### src/rtl/usb_stream_pkg.sv
// Shared FSM encoding and constants for usb_stream_arb.
// StTag is only part of the encoding when USB_STREAM_ARB_TAG_EN is defined.
package usb_stream_pkg;

  localparam logic [7:0]  TAG_BASE = 8'hF0;
  localparam int unsigned CNT_W    = 8;

`ifdef USB_STREAM_ARB_TAG_EN
  typedef enum logic [1:0] {
    StIdle  = 2'd0,
    StTag   = 2'd1,
    StBurst = 2'd2
  } state_e;
`else
  typedef enum logic [1:0] {
    StIdle  = 2'd0,
    StBurst = 2'd2
  } state_e;
`endif

endpackage

### src/rtl/usb_rr_pick.sv
// Combinational round-robin picker: one-hot grant for the first request found
// searching upward (with wrap) from index ptr.
module usb_rr_pick #(
  parameter int unsigned N_REQ = 2,
  parameter int unsigned PW    = 1
) (
  input  logic [N_REQ-1:0] req,
  input  logic [PW-1:0]    ptr,
  output logic [N_REQ-1:0] gnt
);

  logic found;

  always_comb begin
    gnt   = '0;
    found = 1'b0;
    for (int unsigned i = 0; i < N_REQ; i++) begin
      for (int unsigned j = 0; j < N_REQ; j++) begin
        if (!found && req[j] && (j == (32'(ptr) + i) % N_REQ)) begin
          gnt[j] = 1'b1;
          found  = 1'b1;
        end
      end
    end
  end

endmodule

### src/rtl/usb_stream_arb.sv
// Round-robin arbiter merging N_REQ byte streams into one USB CDC TX stream.
// Define USB_STREAM_ARB_TAG_EN to prefix each grant with a tag byte (F0 | owner).
module usb_stream_arb
  import usb_stream_pkg::*;
#(
  parameter int unsigned N_REQ     = 2,
  parameter int unsigned MAX_BURST = 16
) (
  input  logic               clk,
  input  logic               rst,
  input  logic [8*N_REQ-1:0] req_data,
  input  logic [N_REQ-1:0]   req_val,
  input  logic [N_REQ-1:0]   req_last,
  output logic [N_REQ-1:0]   req_rdy,
  output logic [7:0]         tx_data,
  output logic               tx_val,
  input  logic               tx_rdy,
  output logic [N_REQ-1:0]   grant,
  output logic               busy
);

  localparam int unsigned      PW        = (N_REQ > 1) ? $clog2(N_REQ) : 1;
  localparam logic [CNT_W-1:0] BURST_MAX = CNT_W'(MAX_BURST);
  localparam logic [PW-1:0]    LAST_IDX  = PW'(N_REQ - 1);

  state_e             state_q, state_d;
  logic [N_REQ-1:0]   grant_q, grant_d, pick;
  logic [PW-1:0]      ptr_q, ptr_d, owner_idx;
  logic [CNT_W-1:0]   cnt_q, cnt_d, cnt_inc;
  logic [7:0]         tx_data_q, tx_data_d, owner_data;
  logic               tx_val_q, tx_val_d;
  logic               owner_last, slot_free, accept, burst_done;

  // ptr_q holds the highest-priority index, i.e. (last owner + 1) mod N_REQ.
  usb_rr_pick #(
    .N_REQ (N_REQ),
    .PW    (PW)
  ) u_pick (
    .req (req_val),
    .ptr (ptr_q),
    .gnt (pick)
  );

  always_comb begin
    owner_idx  = '0;
    owner_data = '0;
    owner_last = 1'b0;
    for (int unsigned i = 0; i < N_REQ; i++) begin
      if (grant_q[i]) begin
        owner_idx  = PW'(i);
        owner_data = req_data[8*i +: 8];
        owner_last = req_last[i];
      end
    end
  end

  assign slot_free  = !tx_val_q || tx_rdy;
  assign req_rdy    = (state_q == StBurst && slot_free) ? (grant_q & req_val) : '0;
  assign accept     = |req_rdy;
  assign cnt_inc    = cnt_q + CNT_W'(1);
  assign burst_done = owner_last || (cnt_inc == BURST_MAX);

  always_comb begin
    state_d   = state_q;
    grant_d   = grant_q;
    ptr_d     = ptr_q;
    cnt_d     = cnt_q;
    tx_data_d = tx_data_q;
    // The output stage drains on its own, regardless of the FSM state.
    tx_val_d  = tx_val_q && !tx_rdy;

    unique case (state_q)
      StIdle: begin
        if (|req_val) begin
          grant_d = pick;
          cnt_d   = '0;
`ifdef USB_STREAM_ARB_TAG_EN
          state_d = StTag;
`else
          state_d = StBurst;
`endif
        end
      end
`ifdef USB_STREAM_ARB_TAG_EN
      StTag: begin
        if (slot_free) begin
          tx_data_d = TAG_BASE | 8'(owner_idx);
          tx_val_d  = 1'b1;
          state_d   = StBurst;
        end
      end
`endif
      StBurst: begin
        if (accept) begin
          tx_data_d = owner_data;
          tx_val_d  = 1'b1;
          cnt_d     = cnt_inc;
          if (burst_done) begin
            state_d = StIdle;
            grant_d = '0;
            ptr_d   = (owner_idx == LAST_IDX) ? '0 : owner_idx + PW'(1);
          end
        end
      end
      default: begin
        state_d = StIdle;
        grant_d = '0;
      end
    endcase
  end

  always_ff @(posedge clk) begin
    if (rst) begin
      state_q   <= StIdle;
      grant_q   <= '0;
      ptr_q     <= '0;
      cnt_q     <= '0;
      tx_data_q <= 8'h00;
      tx_val_q  <= 1'b0;
    end else begin
      state_q   <= state_d;
      grant_q   <= grant_d;
      ptr_q     <= ptr_d;
      cnt_q     <= cnt_d;
      tx_data_q <= tx_data_d;
      tx_val_q  <= tx_val_d;
    end
  end

  assign tx_data = tx_data_q;
  assign tx_val  = tx_val_q;
  assign grant   = grant_q;
  assign busy    = (state_q != StIdle);

endmodule

### config.mk
export PLATFORM = sky130hd
export DESIGN_NAME = usb_stream_arb
export DESIGN_NICKNAME = d
export VERILOG_FILES = /design/src/rtl/usb_stream_pkg.sv /design/src/rtl/usb_rr_pick.sv /design/src/rtl/usb_stream_arb.sv
export SDC_FILE = /design/constraint.sdc
export NUM_CORES = 1
export LEC_CHECK = 0
export ABC_CLOCK_PERIOD_IN_PS = 1700
export BUFFER_PORTS_ARGS = -buffer_cell sky130_fd_sc_hd__buf_2
export CORE_UTILIZATION = 49
export CTS_CLUSTER_DIAMETER = 150
export DETAILED_ROUTE_END_ITERATION = 12
export GPL_ROUTABILITY_DRIVEN = 1
export PLACE_DENSITY = 0.83
export SYNTH_ARGS = -nofsm -noshare
export SYNTH_HDL_FRONTEND = slang
export SYNTH_SLANG_ARGS = --single-unit
### constraint.sdc
create_clock -name clk -period 1.7 [get_ports clk]
set_clock_uncertainty 0.05 [all_clocks]
set_input_delay 0.34 -clock clk [delete_from_list [all_inputs] [get_ports clk]]
set_output_delay 0.34 -clock clk [all_outputs]
set_load 0.005 [all_outputs]
---- Word-level counts from Yosys, hierarchy flattened ----
Cells that the tools add are included.
operators by class
  add/subtract/negate cells ............... 3
  equal/unequal tests ..................... 5
  muxes and demuxes ....................... 24
  bitwise gates (word level) .............. 1
  reduce and logical (&&, ||, !) cells .... 27
operators with widths
  kind                                            number
  zero test 32 bit                                2
  2-to-1 mux 8 bit                                4
  case mux 8 bit (2 select lines)                 1
  2-to-1 mux 1 bit                                12
  2-to-1 mux 2 bit                                5
  logical AND 1 bit                               9
  AND reduction 3 bit                             3
  adder 8 x 1 -> 8 bit (second input constant)    1
  == test 8 x 5 -> 1 bit (second input constant)  1
  case mux 2 bit (2 select lines)                 2
  inequality test 2 bit (second input constant)   3
  zero test 1 bit                                 5
  nonzero test 2 bit                              2
  OR reduction 2 bit                              2
  adder 1 bit (second input constant)             2
  bitwise AND 2 bit                               1
  == test 2 bit (second input constant)           1
  zero test 2 bit                                 1
  logical OR 1 bit                                2
  AND reduction 2 bit                             1
word-level totals
  bits in registers ....................... 22
  bits of input ports ..................... 23
  logic and storage cells ................. 66

---- Depth between registers and ports, before layout ----
Gate-level depths: netlist of the first run.
  depth in word-level cells ............... 17
  gate-level depth with buffers ........... 5
  depth with buffers taken out ............ 5

---- Cells and area by module ----
From an unflattened synthesis of the first run, not the netlist that was laid out.
unflattened totals
  cell total of the unflattened synthesis .. 131
  area total of the unflattened synthesis .. 1153.6 sq um
modules (own cells, without submodules)
  module          instances  cells each  area an instance (sq um)  seq. area each (sq um)
  usb_stream_arb  1          128         1134.8                    420.4
  usb_rr_pick     1          3           18.8                      0.0

---- Least setup slack after synthesis of the first run ----
OpenSTA, ideal clock, no wires.
  path type ............................... register -> register
  start ................................... register cnt_q[0]
  end ..................................... register ptr_q
  library setup time ...................... 0.062 ns
  arrival ................................. 1.283 ns
  data required time ...................... 1.588 ns
  path slack .............................. 0.306 ns
  cell stages (with the launch flop) ...... 5
  clock period less this slack ............ 1.394 ns
  cell sequence ........................... dfxtp_1 ha_1 nand3_1 or4b_1 nand3_1
on the way
  word-level cells in the longest chain between the ends .. 4
RTL lines
  element                        RTL line               source
  start: declaration             usb_stream_arb.sv:29   logic [CNT_W-1:0] cnt_q, cnt_d, cnt_inc;
  start signal: assignment       usb_stream_arb.sv:124  cnt_q <= cnt_d;
  adder 8 x 1 -> 8 bit           usb_stream_arb.sv:60   assign cnt_inc = cnt_q + CNT_W'(1);
  == test 8 x 5 -> 1 bit         usb_stream_arb.sv:61   assign burst_done = owner_last || (cnt_inc == BURST_MAX);
  logical OR 1 bit               usb_stream_arb.sv:61
  AND reduction 3 bit (no line)  --
  end signal: assignment         usb_stream_arb.sv:123  ptr_q <= ptr_d;
  end: declaration               usb_stream_arb.sv:28   logic [PW-1:0] ptr_q, ptr_d, owner_idx;
No other way between the ends.
A chain may end at the register's enable or synchronous reset.

---- Worst setup path in the final report of the first run ----
  start ................................... register tx_val_q (netlist: tx_val)
  end ..................................... output port req_rdy[1]
on the way
  word-level cells in the longest chain between the ends .. 4
RTL lines
  element                   RTL line               source
  start: declaration        usb_stream_arb.sv:31   logic tx_val_q, tx_val_d;
  start signal: assignment  usb_stream_arb.sv:126  tx_val_q <= tx_val_d;
  zero test 1 bit           usb_stream_arb.sv:57   assign slot_free = !tx_val_q || tx_rdy;
  logical OR 1 bit          usb_stream_arb.sv:57
  logical AND 1 bit         usb_stream_arb.sv:58   assign req_rdy = (state_q == StBurst && slot_free) ? (grant_q & req_val) : '0;
  2-to-1 mux 2 bit          usb_stream_arb.sv:58
  end: declaration          usb_stream_arb.sv:14   output logic [N_REQ-1:0] req_rdy,
No other way between the ends.

==> metrics.csv, run 1 <==
stage,metric,value,unit
status,outcome,finished clean,
grt,grt_pass1_vias,1047,
sta,report.final.setup_viol,0,
cells_and_area,areaGrowthSynthToFinish,23.6,%
cells_and_area,fin_cells,194,
setup_path,worst_setup_path_end_kind,output port,
floorplan,coreArea,0.00204,mm^2
sta,tns,0,ns
yosys,synth-edff-count,0,
worst_hold_path,hold_start,req_data[6],
setup_path,r2r_slack,0.13,ns
power_and_ir_drop,pwr_density_cell,778,mW/mm^2
clock_tree,h-tree-depth,1,
clock_tree,cts_buffers,3,
clock_tree,path_clk_slew,0.13,ns
sta,slew_headroom,0.729,
cells_and_area,fin_util,0.665,
sta,timing.hold.ws,0.273,ns
route,drt-total-wl,2810,um
cells_and_area,diodes,0,
route,vias,1184,
cells_and_area,layout_commonest_cell,buf_2,
sta,tightest_slew,0.406,ns
clock_tree,cts_max_path_buffers,2,
setup_path,slowest_delay,0.35,ns
setup_path,critPathKind,flop to output port,
grt,antenna_found_initial,0,
power_and_ir_drop,p_leak,0.556,nW
setup_path,r2r_start,cnt_q[1],
grt,grt_start_max_net_pins,24,
setup_path,critPathMaxFanout,4,
clock_tree,clock_sink_count,21,
yosys,yosys-top-cells-area,"dfxtp_1, a221oi_1, a211oi_1, a21oi_1, nor3_1",
clock_tree,clk_latency,0.30,ns
flow_run,drv_cap,0,
sta,grt_setup_unrepaired,no,
cells_and_area,mostFrequentLayoutCells,"buf_2, dfxtp_1, nor2_1",
yosys,ys_warn_count,0,
floorplan,chipHeight,49.4,um
route,post_drt_wl_per_cell,14.5,um
yosys,synth_largest_area_cell,dfxtp_1,
sta,hold_viol,0,
setup_path,arrival,1.23,ns
yosys,postSynthCellCount,129,
floorplan,start_util,0.538,
clock_tree,postCtsSetupRepairBufs,0,
sta,fin_crit_sh,0.955,
sta,slew_violations,0,
cells_and_area,fill_cells,173,
yosys,syn_avg_cell_area,8.52,um^2
setup_path,r2r_end,ptr_q,
worst_hold_path,hp-class,input port to flop,
yosys,synth_nets,153,
route,via_per_inst,6.10,
sta,fmax,616,MHz
route,ant_nets,0,
setup_path,cp_slowest_cell,dfxtp_1,
grt,gr-total-overflow,0,
place,gp_congestion,0.802,
clock_tree,root_buffer,clkbuf_4,
place,dpl.cell_count,190,
yosys,synth_area,0.00110,mm^2
worst_hold_path,holdPathEnd,tx_data[6],
setup_path,start_kind,flop,
setup_path,r2r_cells,4,
sta,fin_crit,1.62,ns
place,portBuffers,36,
place,hpwl,2030,um
yosys,synth_top_area_share,0.383,
yosys,synth_cell_types,37,
worst_hold_path,whs_path_depth,3,
setup_path,required,1.31,ns
route,first_pass_iters,4,
grt,grt_pass1_wl,4570,um
cells_and_area,final_layout_size_suffix_gt1_frac,0.335,
yosys,ys_async_sr_fraction,0,
floorplan,die_w,49.4,um
power_and_ir_drop,ir_worst_vdd,457,uV
yosys,ys_ff_latch,21,
yosys,synth_flop_cell,dfxtp_1,
route,drc,0,
cells_and_area,num-nets-final,192,
setup_path,crit_chain,nand2b_1 > buf_4 > and4_1 > buf_2,
power_and_ir_drop,totalPowerFinal,0.00106,W
floorplan,rows,16,
floorplan,dieArea,0.00244,mm^2
clock_tree,tritoncts,done,
grt,grt_usage,0.237,
floorplan,io_pins,37,
route,drt_iter0_drc,43,
yosys,ys_seq_area_frac,0.383,
[layout make-up]
| type | count | area, um^2 | area share |
|---|---|---|---|
| Clock inverter | 1 | 7.51 | 0.00553 |
| Timing Repair Buffer | 45 | 248 | 0.182 |
| Tap cell | 27 | 33.8 | 0.0249 |
| Multi-Input combinational cell | 94 | 613 | 0.452 |
| Inverter | 3 | 11.3 | 0.00829 |
| Clock buffer | 3 | 22.5 | 0.0166 |
| Sequential cell | 21 | 422 | 0.311 |
[registers in the layout, indices dropped and copies added (netlist names)]
signal and count:
tx_data 8, ptr_q 1, cnt_q 8, state_q 1, grant 2, tx_val 1
[metal layers]
layer	wire length, um	GRT usage	up-vias
li1	-	-	576
met1	1260	0.284	557
met2	1390	0.411	49
met3	159	0.0498	2
met4	8	0.0833	0
met5	0	0	-
[synthesized netlist by cell type (all sizes together), types with 3 or more instances]
cell type and instances:
a211oi 8, a21oi 9, a221oi 8, and3 3
and4 3, buf 6, clkbuf 5, dfxtp 21
inv 3, nand2 6, nand3 8, nor2 12
nor3 9, o21ai 5
[timing repair]
item / 4_1_cts / 5_1_grt
endpoints found under the setup margin: 0 / 6
hold buffers: 0 / 0
resized for setup: 0 / 3
[where the power goes]
part,switching [W],total [W],leakage (nW),internal [W]
clock network,0.000162,0.000251,0.0139,0.0000894
logic,0.000139,0.000253,0.371,0.000113
registers,0.0000291,0.000553,0.171,0.000524
total,0.000330,0.00106,0.556,0.000726
[worst max-delay path, delay by kind of cell, from the launching register on]
kind | cells | cell delay, ns
flops | 1 | 0.35
simple gates | 2 | 0.29
buf+inv | 2 | 0.28
[how the worst max path moves through the flow]
stage	to	from	slack (ns)	depth (start not counted)
after floorplan	ptr_q	cnt_q[0]	0.31	4
after global placement	ptr_q	req_val[0]	0.11	6
after detailed placement	ptr_q	req_val[0]	0.05	6
after CTS	req_rdy[1]	tx_val	0.07	4
after global routing	req_rdy[0]	tx_val	0.004	4
final	req_rdy[1]	tx_val	0.08	4
[logic make-up after synthesis]
kind of cell    count (synthesis)  share of synthesized area
simple gates                   49                      0.239
compound gates                 42                      0.287
flops                          21                      0.383
buf+inv                        14                     0.0604
mux                             2                     0.0194
fa+ha+maj                       1                     0.0114
[through the flow]
step | cell area, um^2 | setup WS (ns)
final | 1360 | 0.0770
after global routing | 1360 | 0.00351
after CTS | 1360 | 0.0677
after detailed placement | 1330 | 0.0509
after global placement | 1330 | 0.105
after floorplan | 1100 | 0.306
Note: power is estimated with default switching activity, not from simulation.
==> run 2: changes to the inputs <==
- ABC_CLOCK_PERIOD_IN_PS: 1700 -> 1800
- RECOVER_POWER: default -> 50
- clock period: 1.7 -> 1.8 ns (I/O delays scaled with it)
==> run 2 against run 1 <==
Compared with the run above: hold slack hardly changed; power is 7.4% lower; sequential share of layout area is 0.82 points higher; sequential power is 5.8% lower; combinational power is 11% lower; utilization is 1.9 points lower; die area stayed put; design area is 2.9% lower; clock power is 8% lower; critical path type unchanged; critical path depth is 1 lower; global-route usage is 0.21 points lower; worst setup slack better by 0.10 ns; highest routed layer unchanged; critical endpoint unchanged.
==> metrics.csv, run 2 (same netlist as run 1, synthesis figures left out) <==
stage,metric,value,unit,change
sta,slew_violations,0,,unchanged
setup_path,start_kind,flop,,unchanged
floorplan,dieArea,0.00244,mm^2,unchanged
route,ant_nets,0,,unchanged
route,post_drt_wl_per_cell,13.7,um,was 14.5 um
setup_path,crit_chain,buf_4 > and4_1 > buf_2,,was nand2b_1 > buf_4 > and4_1 > buf_2
clock_tree,path_clk_slew,0.11,ns,was 0.13 ns
sta,tightest_slew,0.582,ns,was 0.406 ns
grt,grt_usage,0.235,,was 0.237
floorplan,io_pins,37,,unchanged
setup_path,cp_slowest_cell,dfxtp_1,,unchanged
sta,fin_crit_sh,0.899,,
cells_and_area,fin_area,0.00132,mm^2,was 0.00136 mm^2
power_and_ir_drop,p_leak,0.529,nW,was 0.556 nW
sta,tns,0,ns,unchanged
sta,hold_viol,0,,unchanged
sta,setup_ws,0.182,ns,was 0.0770 ns
floorplan,chipHeight,49.4,um,unchanged
floorplan,start_util,0.538,,unchanged
cells_and_area,mostFrequentLayoutCells,"buf_2, dfxtp_1, nor2_1",,unchanged
route,drt_iter0_drc,35,,was 43
clock_tree,cts_buffers,3,,unchanged
sta,fmax,618,MHz,
floorplan,die_w,49.4,um,unchanged
grt,antenna_found_initial,0,,unchanged
clock_tree,cts_max_path_buffers,2,,unchanged
setup_path,critPathKind,flop to output port,,unchanged
setup_path,required,1.39,ns,was 1.31 ns
grt,grt_pass1_wl,4420,um,was 4570 um
flow_run,drv_cap,0,,unchanged
status,outcome,finished clean,,unchanged
setup_path,slowest_delay,0.44,ns,was 0.35 ns
cells_and_area,layout_commonest_cell,buf_2,,unchanged
clock_tree,cts_resized,0,,unchanged
place,pre_cts_ws,0.124,ns,was 0.0509 ns
sta,fin_crit,1.62,ns,
sta,slew_headroom,0.610,,was 0.729
cells_and_area,num-nets-final,189,,was 192
setup_path,arrival,1.21,ns,was 1.23 ns
power_and_ir_drop,totalPowerFinal,0.000978,W,was 0.00106 W
sta,grt_setup_unrepaired,no,,unchanged
clock_tree,postCtsSetupRepairBufs,0,,unchanged
cells_and_area,final_layout_size_suffix_gt1_frac,0.280,,was 0.335
clock_tree,clock_sink_count,21,,unchanged
power_and_ir_drop,pwr_density_cell,742,mW/mm^2,was 778 mW/mm^2
route,drc,0,,unchanged
cells_and_area,diodes,0,,unchanged
sta,report.final.setup_viol,0,,unchanged
route,vias,1157,,"was 1,184"
clock_tree,h-tree-depth,1,,unchanged
cells_and_area,fill_cells,195,,was 173
grt,gr-total-overflow,0,,unchanged
clock_tree,hold_buffers,0,,unchanged
place,portBuffers,36,,unchanged
setup_path,critPathMaxFanout,7,,was 4
floorplan,rows,16,,unchanged
clock_tree,clk_latency,0.32,ns,was 0.30 ns
power_and_ir_drop,ir_worst_vdd,628,uV,was 457 uV
grt,grt_pass1_vias,1016,,"was 1,047"
route,drt-total-wl,2620,um,was 2810 um
route,first_pass_iters,4,,unchanged
place,gp_congestion,0.832,,was 0.802
worst_hold_path,hp-class,input port to flop,,unchanged
setup_path,worst_setup_path_end_kind,output port,,unchanged
place,hpwl,1910,um,was 2030 um
cells_and_area,areaGrowthSynthToFinish,20.0,%,was 23.6%
route,via_per_inst,6.06,,was 6.10
clock_tree,root_buffer,clkbuf_4,,unchanged
place,placed_cell_area,0.00130,mm^2,was 0.00133 mm^2
clock_tree,tritoncts,done,,unchanged
grt,grt_start_max_net_pins,24,,unchanged
floorplan,coreArea,0.00204,mm^2,unchanged
-- run 2: changes by cell type in the layout (fill, tap and decap cells not counted), sizes merged --
cell / previous run / this run
buf: 45 / 38
clkinv: 0 / 1
clkbuf: 3 / 7
clkinvlp: 1 / 0
-- run 2: stage by stage --
stage               cells  hold slack [ns]  utilization
detailed placement    187            0.436        0.638
finish                191            0.273        0.646
global route          191            0.282        0.646
global placement      187            0.430        0.638
floorplan             129            0.406            -
CTS                   191            0.270        0.651
-- run 2: routing by layer --
layer	share of wire	track usage
met5	0	0
met3	0.048	0.0685
met2	0.49	0.402
met4	0.014	0.0784
met1	0.44	0.276
-- run 2: worst max-delay path: cells and delay by family (launching register included) --
| kind | cells | cell delay [ns] |
|---|---|---|
| AND/OR/NAND/NOR | 1 | 0.16 |
| flip-flops | 1 | 0.44 |
| buffers and inverters | 2 | 0.29 |
-- run 2: where the power goes --
| part | switching [W] | leakage (nW) | internal [W] |
|---|---|---|---|
| combinational | 0.000124 | 0.341 | 0.000102 |
| sequential | 0.0000273 | 0.171 | 0.000494 |
| clock | 0.000148 | 0.0177 | 0.0000834 |
| total | 0.000299 | 0.529 | 0.000679 |
-- run 2: final cells by class --
class / count / area [um^2] / share of cell area
multi-input combinational: 94 / 606 / 0.459
sequential: 21 / 420 / 0.319
timing repair buffer: 42 / 220 / 0.167
tap: 27 / 33.8 / 0.0256
clock buffer: 3 / 22.5 / 0.0171
inverter: 3 / 11.3 / 0.00854
clock inverter: 1 / 5.00 / 0.00380
-- run 2: path summary, 6_finish.rpt --
path	start	end	slack [ns]	depth (start not counted)
worst min-delay path	req_val[0]	grant[0]	0.27	3
worst max register to register	grant[0]	cnt_q[5]	0.20	4
worst max-delay path	state_q[1]	req_rdy[1]	0.18	3
worst min register to register	tx_data[6]	tx_data[6]	0.45	2
